## src/rtl/if_fetch_stage.sv

```systemverilog
// Instruction-fetch stage: fetch PC register plus F/D pipeline register with
// stall, exception-entry and eret redirects. Define FETCH_ADEL_EN for fetch AdEL detection.
module if_fetch_stage #(
  parameter logic [31:0] RESET_PC   = 32'h0000_3000,
  parameter logic [31:0] HANDLER_PC = 32'h0000_4180,
  parameter logic [31:0] IM_BASE    = 32'h0000_3000,
  parameter logic [31:0] IM_LIMIT   = 32'h0000_6FFC
) (
  input  logic        clk,
  input  logic        reset,
  input  logic [31:0] npc,
  input  logic        npc_is_branch,
  input  logic        stall,
  input  logic        req_exc,
  input  logic        req_eret,
  input  logic [31:0] epc,
  output logic [31:0] im_addr,
  input  logic [31:0] im_rdata,
  output logic [31:0] PC_F,
  output logic [31:0] instr_D,
  output logic [31:0] PC_D,
  output logic        bd_D,
  output logic [4:0]  exc_D
);

  localparam logic [4:0] EXC_NONE = 5'd0;
  localparam logic [4:0] EXC_ADEL = 5'd4;

  logic [31:0] pc_f;
  logic [31:0] instr_d;
  logic [31:0] pc_d;
  logic        bd_d;
  logic [4:0]  exc_d;
  logic [4:0]  exc_f;

`ifdef FETCH_ADEL_EN
  // A fetch outside the instruction window or off a word boundary raises AdEL.
  assign exc_f = ((pc_f[1:0] != 2'b00) || (pc_f < IM_BASE) || (pc_f > IM_LIMIT))
                 ? EXC_ADEL : EXC_NONE;
`else
  assign exc_f = EXC_NONE;
`endif

  assign im_addr = pc_f;
  assign PC_F    = pc_f;
  assign instr_D = instr_d;
  assign PC_D    = pc_d;
  assign bd_D    = bd_d;
  assign exc_D   = exc_d;

  // Exception entry beats stall; a stalled eret stays in D and retries later.
  always_ff @(posedge clk or negedge reset) begin
    if (!reset) begin
      pc_f    <= RESET_PC;
      instr_d <= '0;
      pc_d    <= '0;
      bd_d    <= 1'b0;
      exc_d   <= EXC_NONE;
    end else if (req_exc) begin
      pc_f    <= HANDLER_PC;
      instr_d <= '0;
      pc_d    <= '0;
      bd_d    <= 1'b0;
      exc_d   <= EXC_NONE;
    end else if (stall) begin
      pc_f    <= pc_f;
      instr_d <= instr_d;
      pc_d    <= pc_d;
      bd_d    <= bd_d;
      exc_d   <= exc_d;
    end else if (req_eret) begin
      pc_f    <= epc;
      instr_d <= '0;
      pc_d    <= '0;
      bd_d    <= 1'b0;
      exc_d   <= EXC_NONE;
    end else begin
      pc_f    <= npc;
      instr_d <= (exc_f != EXC_NONE) ? 32'h0 : im_rdata;
      pc_d    <= pc_f;
      bd_d    <= npc_is_branch;
      exc_d   <= exc_f;
    end
  end

endmodule

```

## config.mk

```make
export PLATFORM = sky130hd
export DESIGN_NAME = if_fetch_stage
export DESIGN_NICKNAME = d
export VERILOG_FILES = /design/src/rtl/if_fetch_stage.sv
export SDC_FILE = /design/constraint.sdc
export NUM_CORES = 1
export LEC_CHECK = 0
export ABC_AREA = 1
export BUFFER_PORTS_ARGS = -buffer_cell sky130_fd_sc_hd__buf_2
export CAP_MARGIN = 20
export CORE_MARGIN = 1
export CORE_UTILIZATION = 27
export CTS_CLUSTER_SIZE = 16
export DETAILED_ROUTE_END_ITERATION = 12
export GPL_TIMING_DRIVEN = 0
export MAX_ROUTING_LAYER = met4
export SYNTH_ARGS = -nofsm -noshare
export SYNTH_HDL_FRONTEND = slang
export SYNTH_SLANG_ARGS = --single-unit
```

## constraint.sdc

```tcl
create_clock -name clk -period 2.2 [get_ports clk]
set_input_delay 0.11 -clock clk [delete_from_list [all_inputs] [get_ports clk]]
set_output_delay 0.11 -clock clk [all_outputs]
set_load 0.005 [all_outputs]
```

==> results of run 1 <==
cell usage after synthesis:
cell type and instances:
inv_2 1, buf_4 47, nor2_2 1, buf_1 3, buf_2 15, nor2_4 1, clkbuf_1 6, inv_1 7
dfrtp_1 95, nor2_1 1, conb_1 1, nand3_1 68, nand2_1 316, dfstp_2 2
power by group through the flow:
stage / Combinational (mW) / Clock (mW) / Sequential [mW]
2_1_floorplan: 0.252 / 0 / 1.95
3_3_place_gp: 0.561 / 0 / 1.95
3_5_place_dp: 0.570 / 0 / 1.95
4_1_cts: 0.616 / 1.67 / 1.92
5_1_grt: 0.685 / 1.74 / 1.93
6_report: 0.605 / 1.62 / 1.92
how the worst max path moves through the flow:
stage | endpoint | slack (ps) | depth (start not counted)
final | im_addr[13] | 970 | 2
after global routing | im_addr[30] | 930 | 2
after CTS | im_addr[13] | 950 | 2
after detailed placement | PC_F[29]$_DFFE_PN0P_ | 810 | 5
after global placement | PC_F[5]$_DFFE_PN0P_ | -60 | 1
after floorplan | PC_D[30]$_DFFE_PN0P_ | 1360 | 6
critical path, delay by kind of cell (launching register included):
kind	cells	cell delay, ps
buf+inv	2	200
flops	1	570
layout by cell type (no fill, tap or decap), drive strengths merged:
| cell type | count |
|---|---|
| conb | 5 |
| nand3 | 68 |
| dfstp | 2 |
| dfrtp | 95 |
| bufinv | 1 |
| inv | 10 |
| buf | 295 |
| clkbuf | 16 |
| nor2 | 3 |
| diode | 2 |
| clkinv | 2 |
| nand2 | 316 |
| clkinvlp | 1 |
| dlygate4sd3 | 32 |
stage by stage:
step,total power [mW],cells,setup WS (ps)
floorplan,2.20,568,1360
global placement,2.51,1013,-55.1
global route,4.35,1064,932
finish,4.14,1064,972
detailed placement,2.52,1014,808
CTS,4.21,1062,951
routing by layer:
metal	wire [um]	global-route usage, %	vias to the layer above
li1	-	-	2262
met1	6480	21.8	2052
met2	6790	27.7	149
met3	783	3.30	16
met4	248	6.29	0
met5	0	-	-
layout make-up:
type / instances / area [sq um]
Fill cell: 1675 / 9440
Sequential cell: 97 / 2430
Multi-Input combinational cell: 392 / 1570
Timing Repair Buffer: 262 / 1500
Buffer: 71 / 462
Tap cell: 216 / 270
Clock buffer: 10 / 239
Clock inverter: 6 / 65.1
Inverter: 8 / 30.0
Antenna cell: 2 / 5.00
flip-flops by register name, indices dropped and copies added, names as in the netlist:
signal and count:
PC_F 32, PC_D 32, bd_D 1, instr_D 32
logic make-up (layout without fill, tap and decap cells):
logic type / Yosys count / in the layout / share of synthesized area (%)
DFF: 97 / 97 / 54.3
and+or+nand+nor: 387 / 387 / 34.6
buffers and inverters: 79 / 357 / 11.0
other: 1 / 7 / 0.0838
what timing repair did:
action / 4_1_cts / 5_1_grt
hold buffers: 32 / 0
hold endpoints to repair: 72 / 0
gates resized for setup: 0 / 0
buffers inserted: 0 / 0
==> flow_summary.toml, run 1 <==
[run_status]
outcome = "finished clean"

[floorplan]
core_sq_um = 16000
rows = 46
start_util_pct = 28.0
die_w_um = 131
die-area_sq_um = 17100
io-pin-count = 236
die_y_um = 131

[cts]
clkSinkCount = 97
cts_tree = "yes"
cts_inserted_buffers = 9
cts_root_buf = "clkbuf_16"
cts_max_level = 3
cts.clk_slew.worst_paths_ps = 70
cts.path.max_buffers = 2
insertion_delay_ps = 350

[timing]
period_share_pct = 55.8
holdWs_ps = 10.8
drv_slew = 0
slew_headroom_pct = 59.7
tightest_slew_ps = 605
fmax_mhz = 814
skew_ps = 8.31
layout_min_cycle_time_ps = 1230
setup_viol = 0
rsz0062_at_grt = "false"
hold_violations = 0
tns_ps = 0

[setup_path]
slowest_delay_ps = 570
worst-endpoint-arrival_ps = 1120
crit_path_cell_trace = "buf_4 -> buf_2"
rrSetupSlack_ps = 1430
crit_required_ps = 2090
crit_start = "PC_F[13]$_DFFE_PN1P_"
crit_fanout = 4
cp-start-kind = "flop"
critPathSlowestCell = "dfstp_2"
end_kind = "output port"
reg2reg_from = "PC_F[13]$_DFFE_PN1P_"
reg2reg_depth = 2
crit_type = "flop to output port"
worstReg2RegEnd = "PC_D[13]$_DFFE_PN0P_"

[synth]
yosys.area.top_type = "dfrtp_1"
netlist_top_cells_area = "dfrtp_1 (53%), nand2_1 (27%), buf_4 (7.9%), nand3_1 (7.6%), buf_2 (1.7%)"
synth_cells = 564
postSynthAreaPerCell_sq_um = 7.93
netlist_area_sq_um = 4470
yosysTopAreaCellShare_pct = 53.1
ys_types = 14
seq_area_frac_synth_pct = 54.3
ys_warn_count = 0
ys_ff_latch = 97

[final_layout]
stdcell_area_sq_um = 6560
area_growth_syn_to_layout_pct = 46.7
nNetsFinal = 943
drive_above_1_share_pct = 37.0
utilization_pct = 41.0

[placement]
dp_hpwl_um = 10300
dpl_cell_area_sq_um = 5930
io_buffers = 229
gp_congestion = 0.742

[routing]
final_antenna_net_count = 0
routed_wl_um = 14300
drc = 0
drt_iter0_drc = 199
dr.pass1.iters = 6
vias = 4479
post_drt_via_cell_ratio = 4.21
avgRoutedWirePerCell_um = 13.4

[power_and_ir_drop]
p_clk_share_pct = 39.1
switchingPower_mw = 1.07
netSwitchingFraction_pct = 25.9
peakVddDrop_mv = 0.363
internal_power_mw = 3.07
p_comb_share_pct = 14.6
p_leak_nw = 4.10
seqPwrFrac_pct = 46.3
power_density_nw_per_um2 = 631

[global_route]
grt-ovfl-total = 0
grt_pass1_wl_um = 21300
antenna_found_initial = 2
grt_pass1_vias = 4047
grtUsageTotal_pct = 17.3
grt_max_degree = 55

[min_path]
min-delay-start = "im_rdata[12]"
holdPathEnd = "instr_D[12]$_DFFE_PN0P_"
hold_class = "primary input to flop"
hold_path_depth = 3

[run]
max_cap_viol_count = 0
No activity file was read; power rests on OpenSTA's default activity.
==> run 2, diff against run 1 <==
Clock period 2.2 ns to 1.05 ns, I/O delays scaled along.
==> flow_summary.toml, run 2 (same netlist as run 1, synthesis figures left out) <==
[setup_path]
critPathSlowestCell = "dfstp_2"
crit_fanout = 3
crit_path_cell_trace = "buf_6 -> buf_6"
crit_required_ps = 1000
cp_common_cell = "buf_6"
crit_type = "flop to output port"
worst-endpoint-arrival_ps = 1080
cp-start-kind = "flop"
end_kind = "output port"
slowest_delay_ps = 570

[final_layout]
drive_above_1_share_pct = 35.5
nNetsFinal = 985
stdcell_area_sq_um = 7020
area_growth_syn_to_layout_pct = 57.0
layout_commonest_cell = "nand2_1"
final_cell_mix = "nand2_1 (316), buf_2 (240), dfrtp_1 (93)"

[timing]
skew_ps = 10.4
period_share_pct = 108
tightest_slew_ps = 543
drv_slew = 0
tns_ps = -233
fmax_mhz = 879
rsz0062_at_grt = "true"
setup_ws_ps = -87.3
hold_violations = 0
slew_headroom_pct = 63.8
layout_min_cycle_time_ps = 1140
setup_viol = 4

[routing]
drc = 0
routed_wl_um = 15000
avgRoutedWirePerCell_um = 13.6
post_drt_via_cell_ratio = 4.21
final_antenna_net_count = 0
dr.pass1.iters = 4
vias = 4656
drt_iter0_drc = 219

[cts]
cts_inserted_buffers = 9
cts_max_level = 3
cts_root_buf = "clkbuf_16"
cts.path.max_buffers = 2
cts.clk_slew.worst_paths_ps = 70
insertion_delay_ps = 350
cts_tree = "yes"
clkSinkCount = 97

[floorplan]
die_w_um = 131
die_y_um = 131
start_util_pct = 28.0
core_sq_um = 16000
rows = 46
io-pin-count = 236
die-area_sq_um = 17100

[power_and_ir_drop]
peakVddDrop_mv = 0.762
power_density_nw_per_um2 = 1260
p_clk_share_pct = 38.4
seqPwrFrac_pct = 45.3
switchingPower_mw = 2.28
internal_power_mw = 6.55
p_leak_nw = 4.29
netSwitchingFraction_pct = 25.8
p_comb_share_pct = 16.3

[run_status]
outcome = "finished with violations"
violations = "negative setup slack"

[placement]
dp_hpwl_um = 10300
io_buffers = 229
gp_congestion = 0.742
dpl_cell_area_sq_um = 5930

[min_path]
hold_class = "primary input to flop"

[global_route]
grtUsageTotal_pct = 18.4
grt_pass1_wl_um = 22700
grt_max_degree = 55
grt_pass1_vias = 4383
antenna_found_initial = 2
grt-ovfl-total = 0

[run]
max_cap_viol_count = 0
run 2: worst paths after layout:
check	endpoint	slack, ps	depth (start not counted)	startpoint
max	im_addr[13]	-90	2	PC_F[13]$_DFFE_PN1P_
min reg2reg	PC_D[20]$_DFFE_PN0P_	470	2	PC_D[20]$_DFFE_PN0P_
max in group asynchronous	PC_F[30]$_DFFE_PN0P_	240	3	reset
min in group asynchronous	PC_D[25]$_DFFE_PN0P_	190	2	reset
min	PC_F[28]$_DFFE_PN0P_	20	5	npc[28]
max reg2reg	PC_D[13]$_DFFE_PN0P_	180	3	PC_F[13]$_DFFE_PN1P_
run 2: metrics by stage:
step / util [%] / hold WS [ps] / setup WS [ps] / cells / total power, mW
6_report: 43.9 / 17.7 / -87.3 / 1106 / 8.83
5_1_grt: 43.9 / 17.9 / -121 / 1106 / 9.27
4_1_cts: 43.8 / 2.77 / -105 / 1105 / 8.95
3_5_place_dp: 37.1 / 98.4 / -284 / 1014 / 5.29
3_3_place_gp: 36.9 / 276 / -1150 / 1013 / 5.27
2_1_floorplan: - / -243 / 271 / 568 / 4.61
run 2: repair_timing:
action / CTS / global route
setup endpoints to repair: 35 / 60
setup buffers: 29 / 0
cloned: 0 / 0
resized for setup: 6 / 4
hold buffers: 75 / 0
endpoints found under the hold margin: 97 / 0
run 2: area by class of cell:
cell class              count  area, sq um
fillers                  1640         8980
flip-flops and latches     97         2430
repair buffers            334         2170
multi-input cells         392         1570
well taps                 216          270
plain buffers              41          245
clock buffers              10          239
clock inverters             6         65.1
inverters                   8         30.0
diodes                      2         5.00
run 2: power groups by stage:
stage,combinational (mW),sequential [mW],clock (mW)
6_report,1.44,4.00,3.39
3_5_place_dp,1.20,4.09,0
4_1_cts,1.45,4.00,3.50
5_1_grt,1.61,4.02,3.64
3_3_place_gp,1.18,4.09,0
2_1_floorplan,0.528,4.08,0
run 2: routing by layer:
layer  vias to the layer above  GRT usage (%)  share of wire, %
met2                       154           30.0                48
li1                       2347              -                 -
met3                        15           3.26               5.0
met4                         0           6.49               1.5
met1                      2140           22.8                45
met5                         -              -                 0
run 2: critical path: cells and delay by family, from the launching register on:
family	cells	cell delay, ps
buffers and inverters	2	180
flip-flops	1	570
